File: src/rtl/ym_bus_master.sv
// Register-write engine for the YM2612 CPU bus: address write, data write, then busy poll.
// One 12-bit down-counter times every phase; all outputs are registered.
module ym_bus_master #(
   parameter int unsigned SETUP_CYCLES  = 6,
   parameter int unsigned STROBE_CYCLES = 12,
   parameter int unsigned HOLD_CYCLES   = 6,
   parameter int unsigned BUSY_WAIT     = 12,
   parameter int unsigned TIMEOUT       = 4095
) (
   input  logic       clk50,
   input  logic       rst_n,
   input  logic       req_valid,
   output logic       req_ready,
   input  logic       req_port,
   input  logic [7:0] req_reg,
   input  logic [7:0] req_data,
   output logic [7:0] ym_din,
   output logic [1:0] ym_addr,
   output logic       ym_cs_n,
   output logic       ym_wr_n,
   input  logic [7:0] ym_dout,
   output logic       err_timeout,
   output logic [7:0] err_count
);

   localparam int unsigned CNT_W = 12;
   localparam logic [CNT_W-1:0] SETUP_LD  = CNT_W'(SETUP_CYCLES - 1);
   localparam logic [CNT_W-1:0] STROBE_LD = CNT_W'(STROBE_CYCLES - 1);
   localparam logic [CNT_W-1:0] HOLD_LD   = CNT_W'(HOLD_CYCLES - 1);
   localparam logic [CNT_W-1:0] WAIT_LD   = CNT_W'(BUSY_WAIT - 1);
   localparam logic [CNT_W-1:0] POLL_LD   = CNT_W'(TIMEOUT - 1);
   // Data setup carries one extra leading cycle: the cs_n-high gap between the two writes.
   localparam logic [CNT_W-1:0] GAP_LD    = CNT_W'(SETUP_CYCLES);

   typedef enum logic [3:0] {
      IDLE, A_SETUP, A_STROBE, A_HOLD, D_SETUP, D_STROBE, D_HOLD, WAIT, POLL
   } state_t;

   state_t           state;
   logic [CNT_W-1:0] cnt;
   logic             port_q;
   logic [7:0]       data_q;
   logic             cnt_zero;
   logic             busy;

   assign cnt_zero = (cnt == '0);
   assign busy     = ym_dout[7];

   // Only the busy flag of the status byte matters.
   logic unused_dout;
   assign unused_dout = ^ym_dout[6:0];

   always_ff @(posedge clk50 or negedge rst_n) begin
      if (!rst_n) begin
         state       <= IDLE;
         cnt         <= '0;
         port_q      <= 1'b0;
         data_q      <= 8'h00;
         req_ready   <= 1'b1;
         ym_din      <= 8'h00;
         ym_addr     <= 2'b00;
         ym_cs_n     <= 1'b1;
         ym_wr_n     <= 1'b1;
         err_timeout <= 1'b0;
         err_count   <= 8'h00;
      end else begin
         err_timeout <= 1'b0;
         case (state)
            IDLE: begin
               if (req_valid && req_ready) begin
                  port_q    <= req_port;
                  data_q    <= req_data;
                  ym_addr   <= {req_port, 1'b0};
                  ym_din    <= req_reg;
                  ym_cs_n   <= 1'b0;
                  req_ready <= 1'b0;
                  cnt       <= SETUP_LD;
                  state     <= A_SETUP;
               end
            end
            A_SETUP: begin
               if (cnt_zero) begin
                  ym_wr_n <= 1'b0;
                  cnt     <= STROBE_LD;
                  state   <= A_STROBE;
               end else begin
                  cnt <= cnt - CNT_W'(1);
               end
            end
            A_STROBE: begin
               if (cnt_zero) begin
                  ym_wr_n <= 1'b1;
                  cnt     <= HOLD_LD;
                  state   <= A_HOLD;
               end else begin
                  cnt <= cnt - CNT_W'(1);
               end
            end
            A_HOLD: begin
               if (cnt_zero) begin
                  ym_cs_n <= 1'b1;
                  ym_addr <= {port_q, 1'b1};
                  ym_din  <= data_q;
                  cnt     <= GAP_LD;
                  state   <= D_SETUP;
               end else begin
                  cnt <= cnt - CNT_W'(1);
               end
            end
            D_SETUP: begin
               ym_cs_n <= 1'b0;
               if (cnt_zero) begin
                  ym_wr_n <= 1'b0;
                  cnt     <= STROBE_LD;
                  state   <= D_STROBE;
               end else begin
                  cnt <= cnt - CNT_W'(1);
               end
            end
            D_STROBE: begin
               if (cnt_zero) begin
                  ym_wr_n <= 1'b1;
                  cnt     <= HOLD_LD;
                  state   <= D_HOLD;
               end else begin
                  cnt <= cnt - CNT_W'(1);
               end
            end
            D_HOLD: begin
               if (cnt_zero) begin
                  ym_cs_n <= 1'b1;
                  cnt     <= WAIT_LD;
                  state   <= WAIT;
               end else begin
                  cnt <= cnt - CNT_W'(1);
               end
            end
            WAIT: begin
               if (cnt_zero) begin
                  cnt   <= POLL_LD;
                  state <= POLL;
               end else begin
                  cnt <= cnt - CNT_W'(1);
               end
            end
            POLL: begin
               if (!busy) begin
                  req_ready <= 1'b1;
                  state     <= IDLE;
               end else if (cnt_zero) begin
                  err_timeout <= 1'b1;
                  if (err_count != 8'hFF) err_count <= err_count + 8'd1;
                  req_ready <= 1'b1;
                  state     <= IDLE;
               end else begin
                  cnt <= cnt - CNT_W'(1);
               end
            end
            default: begin
               ym_cs_n   <= 1'b1;
               ym_wr_n   <= 1'b1;
               req_ready <= 1'b1;
               state     <= IDLE;
            end
         endcase
      end
   end

endmodule

File: config.mk
export PLATFORM = sky130hd
export DESIGN_NAME = ym_bus_master
export DESIGN_NICKNAME = d
export VERILOG_FILES = /design/src/rtl/ym_bus_master.sv
export SDC_FILE = /design/constraint.sdc
export NUM_CORES = 1
export LEC_CHECK = 0
export CAP_MARGIN = 25
export CORE_ASPECT_RATIO = 0.9
export CORE_MARGIN = 1
export CORE_UTILIZATION = 56
export CTS_BUF_LIST = sky130_fd_sc_hd__clkbuf_16
export DETAILED_ROUTE_END_ITERATION = 16
export PLACE_DENSITY = 0.85
export SYNTH_ARGS = -nofsm -noshare
export SYNTH_HDL_FRONTEND = slang
export SYNTH_SLANG_ARGS = --single-unit
File: constraint.sdc
create_clock -name clk50 -period 5.7 [get_ports clk50]
set_clock_uncertainty 0.2 [all_clocks]
set_input_delay 1.14 -clock clk50 [delete_from_list [all_inputs] [get_ports clk50]]
set_output_delay 1.14 -clock clk50 [all_outputs]
set_load 0.05 [all_outputs]
# == Word level (Yosys, flattened, before mapping) ==
# Index checks and enable logic that the tools add are counted.
# totals
out_inout_bits,22
regBits,47
elab_cells,94
in_bits,28
# classes
bitwise,3
reduce_logical,20
add_sub_neg,2
eq_ne,23
mux,35
# ops
operator,n
$mux 12,7
$pmux 12 s6,1
$mux 4,10
$pmux 4 s9,1
$ne 2x2->1 const B,10
$eq 4x3->1 const B,4
$mux 8,2
$pmux 8 s2,1
$logic_not 12->1,1
$reduce_and 3->1,4
$sub 12x1->12 const B,1
$reduce_or 5->1,2
$reduce_and 9->1,1
$add 8x1->8 const B,1
$eq 4x2->1 const B,2
$ne 8x8->1 const B,1
$reduce_and 4->1,2
$mux 1,7
$reduce_or 7->1,1
$ne 2x1->1 const B,3
$pmux 1 s3,2
$reduce_bool 6->1,1
$reduce_or 2->1,3
$eq 4x1->1 const B,1
11 further kinds,14

# == Logic depth before layout (Yosys ltp) ==
# Gate-level depths: netlist of the first run.
# depth
depth_word,4
depth_mapped,8
mapped_depth_nobuf,7

# == Worst setup path before layout of the first run ==
# OpenSTA, ideal clock, no wires.
# synth_path
path_kind,input-to-reg
startpoint,in ym_dout[7]
endpoint,reg cnt[3]
slack_ns,3.203
setup_time_ns,0.124
t_required_ns,5.376
t_arrival_ns,2.173
stages,5
n_path_buf,1
cell_sequence,nor4b_1 > a2bb2oi_1 > o21ai_0 > buf_2 > a211o_1
# synth_via
elab_chain_len,2
# synth_rtl
element,line_no,source
start: declaration,21,"input logic [7:0] ym_dout,"
$ne 2x2->1 (no source line),-,
$reduce_and 4->1 (no source line),-,
end signal: assignment,87,cnt <= cnt - CNT_W'(1);
end signal: assignment,96,cnt <= cnt - CNT_W'(1);
end signal: assignment,107,cnt <= cnt - CNT_W'(1);
end: declaration,40,logic [CNT_W-1:0] cnt;
# Every way passes these cells.
# A chain may end at the register's enable or synchronous reset.

# == Worst setup path after layout of the first run ==
# layout_path
startpoint,in ym_dout[7]
endpoint,reg cnt[10]
# The elaborated chain is that of the path after synthesis.

==> impl_metrics.tcl, run 1 <==
set metrics [dict create \
    antenna_found_initial 0 \
    status "complete, no violations" \
    crit_path_top_delay_cell "clkdlybuf4s50_1" \
    clkTransAtPathRegs_ns 0.06 \
    core_um2 4490 \
    min_from "err_count[7]" \
    cts_sinks 47 \
    hold_slack_ns 0.304 \
    ant_nets 0 \
    grt_overflow 0 \
    arrival_ns 2.98 \
    slew_viol_final 0 \
    ff2ff_path_depth 5 \
    synth_area_um2 2650 \
    finish.utilization_pct 71.9 \
    nets 325 \
    crit_required_ns 5.66 \
    period_share_pct 52.9 \
    cp_max_fo 8 \
    whs_endpoint "err_count[7]" \
    syn_nets 290 \
    clk_latency_ns 0.29 \
    worstSetupPathType "in -> reg" \
    route.detailed.drc 0 \
    wirelength_mm 5.90 \
    rsz0062_at_grt "false" \
    p_leak_nw 1.35 \
    hold_buffers 0 \
    whs_path_depth 1 \
    cellPowerDensity_nw_per_um2 517 \
    gr-usage-met2_pct 39.8 \
    reg2reg_to "ym_din[4]" \
    port_buffers 42 \
    vias 2188 \
    io-pin-count 50 \
    grt_use_met3_pct 5.37 \
    max_stage_delay_ns 0.51 \
    hold_violations 0 \
    grt_max_degree 48 \
    numCtsBuffers 5 \
    start_util_pct 58.9 \
    yosysWarnings 0 \
    antenna_cells 0 \
    hpwl_mm 3.94 \
    cts_setup_buffers 0 \
    hold_path.class "reg -> reg" \
    crit_family "buffers and inverters" \
    gp_congestion 0.869 \
    synth-main-ff-cell "dfrtp_1" \
    wire_per_inst_um 16.5 \
    slew_headroom_pct 35.1 \
    worstMarginPinSlew_ns 0.968 \
    r2r_slack_ns 3.00 \
    fmax_mhz 331 \
    cts_resized 0 \
    clockBufferDepth 2 \
    stdcell_count 357 \
    yosysSeqAreaShare_pct 44.6 \
    cts-root-buf "clkbuf_16" \
    die_area_um2 5000 \
    crit_buf_inv 2 \
    reg2reg_from "state[0]" \
    vias_per_cell 6.13 \
    syn2layout_area_growth_pct 22.1 \
    worstSetupEndpointType "flop" \
    grt_pass1_wl_mm 9.36 \
    finalSetupTns_ns 0 \
    cts_tree "done" \
    die_h_um 67.2 \
    synth.distinct_cells 59 \
    cap_violations 0 \
    synth-async-reset-ratio_pct 100 \
    ys_ff_latch 47 \
    drt_iter0_markers 117 \
    ir_drop_v 0.000269 \
    grtUsageTotal_pct 24.8 \
    dp_cells 348 \
    grt_use_met1_pct 34.8 \
    grt_pass1_vias 1952 \
    drive_gt1_share_pct 13.6 \
    worst_setup_path_start_kind "primary input" \
    crit_chain "clkdlybuf4s50_1 > nor4b_1 > a2bb2oi_1 > o21ai_0 > buf_4 > a21oi_1 > nand2_1" \
    chipWidth_um 74.4 \
    min_period_ns 3.02 \
    netlist_instances 259 \
    syn_avg_cell_area_um2 10.2 \
    drtPass1Iterations 5 \
    rows 23 \
    setup_violations 0 \
    busiest_layer "met2" \
    htree_levels 2 \
    synth_edf_count 0 \
]
==> placed cells by master (no fill, tap or decap), drive strengths merged, types with 3 or more instances in the layout <==
cell type | Yosys | routed
nand3 | 6 | 6
and3 | 5 | 5
o211ai | 6 | 6
inv | 5 | 5
clkbuf | 6 | 5
o21ai | 10 | 10
clkdlybuf4s50 | 0 | 41
dfstp | 3 | 3
ha | 3 | 3
a211o | 3 | 3
mux2 | 10 | 10
dfrtp | 44 | 44
mux2i | 10 | 10
a21oi | 21 | 21
nand4 | 3 | 3
o32ai | 9 | 9
nor4b | 3 | 3
nor4 | 4 | 4
buf | 10 | 3
xor2 | 5 | 5
nand2 | 22 | 22
nor3 | 9 | 9
nor2 | 26 | 26
xnor2 | 3 | 3
==> worst max path at each step <==
| stage | from | endpoint | cells after the start |
|---|---|---|---|
| 6_report | ym_dout[7] | cnt[10] | 7 |
| 5_1_grt | ym_dout[7] | cnt[10] | 7 |
| 4_1_cts | ym_dout[7] | cnt[10] | 7 |
| 3_5_place_dp | ym_dout[7] | cnt[10] | 7 |
| 3_3_place_gp | ym_dout[7] | cnt[10] | 7 |
| 2_1_floorplan | ym_dout[7] | cnt[3] | 5 |
==> per-stage QoR <==
step	total power, mW	area [um2]	setup slack [ns]
finish	1.67	3230	2.68
global route	1.78	3230	2.60
CTS	1.67	3210	2.68
detailed placement	1.38	3060	2.51
global placement	1.36	3060	2.52
floorplan	1.18	2650	3.20
==> sequential cells by signal (all words and copies together), names as in the netlist <==
signal / count
req_ready: 1
ym_cs_n: 1
err_count: 8
ym_addr: 2
err_timeout: 1
state: 4
ym_din: 8
data_q: 8
ym_wr_n: 1
cnt: 12
port_q: 1
==> power breakdown <==
group,switching [mW],total [mW],internal (mW)
Combinational,0.469,0.794,0.325
Clock,0.122,0.283,0.162
Sequential,0.137,0.592,0.455
==> layer usage <==
| metal | part of all wire (%) | vias to the layer above |
|---|---|---|
| met5 | 0 | - |
| met4 | 0.70 | 0 |
| met3 | 5.6 | 6 |
| met2 | 48 | 69 |
| met1 | 46 | 1078 |
| li1 | - | 1035 |
==> synthesized netlist by cell type (2+ instances only) <==
cell type | number | area, um2
dfrtp_1 | 44 | 1100
nor2_1 | 24 | 90.1
nand2_1 | 21 | 78.8
a21oi_1 | 20 | 100
mux2_2 | 10 | 113
mux2i_1 | 10 | 100
o21ai_0 | 9 | 45.0
o32ai_1 | 9 | 78.8
buf_2 | 6 | 30.0
clkbuf_1 | 6 | 22.5
nand3_1 | 6 | 30.0
o211ai_1 | 6 | 45.0
and3_1 | 5 | 31.3
inv_1 | 5 | 18.8
nor3_1 | 5 | 25.0
xor2_1 | 5 | 43.8
nor3_4 | 4 | 65.1
a211o_1 | 3 | 26.3
dfstp_2 | 3 | 78.8
ha_1 | 3 | 37.5
nor4_1 | 3 | 18.8
xnor2_1 | 3 | 26.3
a21o_1 | 2 | 15.0
a221oi_1 | 2 | 17.5
a2bb2oi_1 | 2 | 17.5
and2_1 | 2 | 12.5
buf_6 | 2 | 22.5
nand2b_1 | 2 | 12.5
nand4_1 | 2 | 12.5
nor2_2 | 2 | 12.5
o21a_1 | 2 | 15.0
o31a_1 | 2 | 17.5
o31ai_1 | 2 | 15.0
or3_1 | 2 | 12.5
==> cell type report <==
class,instances,area [um2]
clock buffers,5,125
clock inverters,3,20.0
fillers,309,1260
inverters,5,18.8
multi-input cells,191,1370
flip-flops and latches,47,1180
well taps,62,77.6
repair buffers,44,443
==> kinds of logic (layout without fill, tap and decap cells) <==
family,count (synthesis),in the layout,synth area share [%]
DFF,47,47,44.6
muxes,20,20,8.04
xor gates and xnor gates,8,8,2.65
adders and majority gates,3,3,1.42
AOI/OAI and AO/OA,70,70,18.5
buffers and inverters,21,57,3.97
and+or+nand+nor,90,90,20.8
Power figures use the tool's default switching activity.
==> inputs of run 2 (changes only) <==
--- a/config.mk
+++ b/config.mk
@@ -8,10 +8,10 @@
 export CAP_MARGIN = 25
 export CORE_ASPECT_RATIO = 0.9
 export CORE_MARGIN = 1
-export CORE_UTILIZATION = 56
+export CORE_UTILIZATION = 47
 export CTS_BUF_LIST = sky130_fd_sc_hd__clkbuf_16
 export DETAILED_ROUTE_END_ITERATION = 16
-export PLACE_DENSITY = 0.85
+export PLACE_DENSITY = 0.76
 export SYNTH_ARGS = -nofsm -noshare
 export SYNTH_HDL_FRONTEND = slang
 export SYNTH_SLANG_ARGS = --single-unit
==> constraint.sdc (replaced) <==
create_clock -name clk50 -period 2.5 [get_ports clk50]
set_clock_uncertainty 0.2 [all_clocks]
set_input_delay 0.5 -clock clk50 [delete_from_list [all_inputs] [get_ports clk50]]
set_output_delay 0.5 -clock clk50 [all_outputs]
set_load 0.05 [all_outputs]
==> run 2 against run 1 <==
  * Sequential cell count is the same
  * Sequential share of layout area shrank 1.5 points
  * Core utilization shrank 8.9 points
==> impl_metrics.tcl, run 2 (synthesis gave the netlist of run 1 again) <==
set metrics [dict create \
    chipWidth_um 81.1 \
    drt_iter0_markers 132 \
    rows 25 \
    hold_violations 0 \
    drtPass1Iterations 4 \
    cap_violations 0 \
    worstSetupEndpointType "primary output" \
    internal_power_mw 2.33 \
    hold_slack_ns 0.0182 \
    max_stage_delay_ns 0.81 \
    hpwl_mm 4.17 \
    dpl-instance-area_um2 3200 \
    htree_levels 2 \
    nFillCells 421 \
    switching_share_pct 42.3 \
    die_h_um 73.2 \
    cts_sinks 47 \
    nets 339 \
    setup_violations 0 \
    core_um2 5350 \
    status "complete, no violations" \
    combPwrFrac_pct 48.5 \
    numCtsBuffers 5 \
    io-pin-count 50 \
    slew_headroom_pct 59.1 \
    worstMarginPinSlew_ns 0.614 \
    clk_latency_ns 0.29 \
    crit_family "buffers and inverters" \
    final_cell_area_um2 3370 \
    cts_tree "done" \
    route.detailed.drc 0 \
    slew_viol_final 0 \
    gp_congestion 0.844 \
    start_util_pct 49.5 \
    grt_pass1_vias 2093 \
    fmax_mhz 425 \
    finalSetupTns_ns 0 \
    drive_gt1_share_pct 18.1 \
    rsz0062_at_grt "false" \
    largest_reg_flops 12 \
    worstSetupPathType "reg -> out" \
    wirelength_mm 5.96 \
    antenna_found_initial 0 \
    cellPowerDensity_nw_per_um2 1200 \
    crit_buf_inv 1 \
    grtUsageTotal_pct 22.1 \
    p_leak_nw 1.44 \
    ir_drop_v 0.000751 \
    top_register "cnt" \
    clkTransAtPathRegs_ns 0.07 \
    worst_setup_path_start_kind "flop" \
    p_sw_mw 1.71 \
    crit_chain "clkdlybuf4s50_1" \
    clockBufferDepth 2 \
    grt_pass1_wl_mm 9.86 \
    period_share_pct 94.1 \
    wire_per_inst_um 15.9 \
    crit_required_ns 1.80 \
    seqPwrFrac_pct 32.1 \
    port_buffers 42 \
    grt_max_degree 26 \
    syn2layout_area_growth_pct 27.4 \
    layout_common_cells "dfrtp_1 (44), clkdlybuf4s50_1 (41), nor2_1 (24)" \
    antenna_cells 0 \
    reg2reg_from "cnt[0]" \
    vias 2196 \
    p_clk_share_pct 19.4 \
    arrival_ns 1.65 \
    die_area_um2 5930 \
    startpoint "req_ready" \
    ant_nets 0 \
    stdcell_count 376 \
    crit_path_top_delay_cell "clkdlybuf4s50_1" \
    vias_per_cell 5.84 \
    cts-root-buf "clkbuf_16" \
    final_common_cell "dfrtp_1" \
    min_period_ns 2.35 \
    hold_path.class "in -> async" \
    dp_cells 368 \
    grt_overflow 0 \
    cp_max_fo 4 \
]
-- run 2: per-layer routing --
layer	GRT usage, %	vias to the layer above	wire [um]	share of wire, %
met3	4.88	7	310	5.2
li1	-	1061	-	-
met4	5.95	0	52	0.87
met1	28.1	1069	2730	46
met5	0	-	0	0
met2	37.8	59	2860	48
-- run 2: stage by stage --
| stage | util [%] | worst slack (ns) | power [mW] |
|---|---|---|---|
| CTS | 63.0 | 0.0568 | 4.05 |
| global route | 63.0 | 0.0232 | 4.29 |
| floorplan | - | 0.351 | 2.70 |
| detailed placement | 59.7 | -0.0274 | 3.25 |
| finish | 63.0 | 0.148 | 4.04 |
| global placement | 59.7 | 0.0435 | 3.19 |
-- run 2: final timing paths --
check / cells past startpoint / endpoint / slack [ns]
min reg2reg: 1 / ym_addr[0] / 0.30
max in group asynchronous: 2 / port_q / 1.56
max reg2reg: 7 / err_count[1] / 0.16
max: 1 / req_ready / 0.15
min in group clk50: 1 / ym_addr[0] / 0.30
min: 1 / err_count[3] / 0.02
-- run 2: power by group through the flow --
stage                     Clock (mW)  Sequential, mW  Combinational, mW
after global routing           0.829            1.33               2.13
after global placement             0            1.29               1.90
final                          0.784            1.30               1.96
after floorplan                    0            1.55               1.14
after CTS                      0.798            1.29               1.96
after detailed placement           0            1.30               1.94
-- run 2: layout make-up --
| type | instances | area [um2] | share of cell area, % |
|---|---|---|---|
| clock buffer | 5 | 125 | 3.71 |
| clock inverter | 3 | 47.5 | 1.41 |
| inverter | 5 | 18.8 | 0.557 |
| multi-input combinational | 191 | 1370 | 40.6 |
| sequential | 47 | 1180 | 35.0 |
| tap | 67 | 83.8 | 2.49 |
| timing repair buffer | 58 | 548 | 16.3 |
-- run 2: repair_timing --
action	4_1_cts	5_1_grt
resized for setup	0	2
buffers inserted	0	0
hold buffers	0	0
hold endpoints to repair	0	0
setup endpoints to repair	0	6
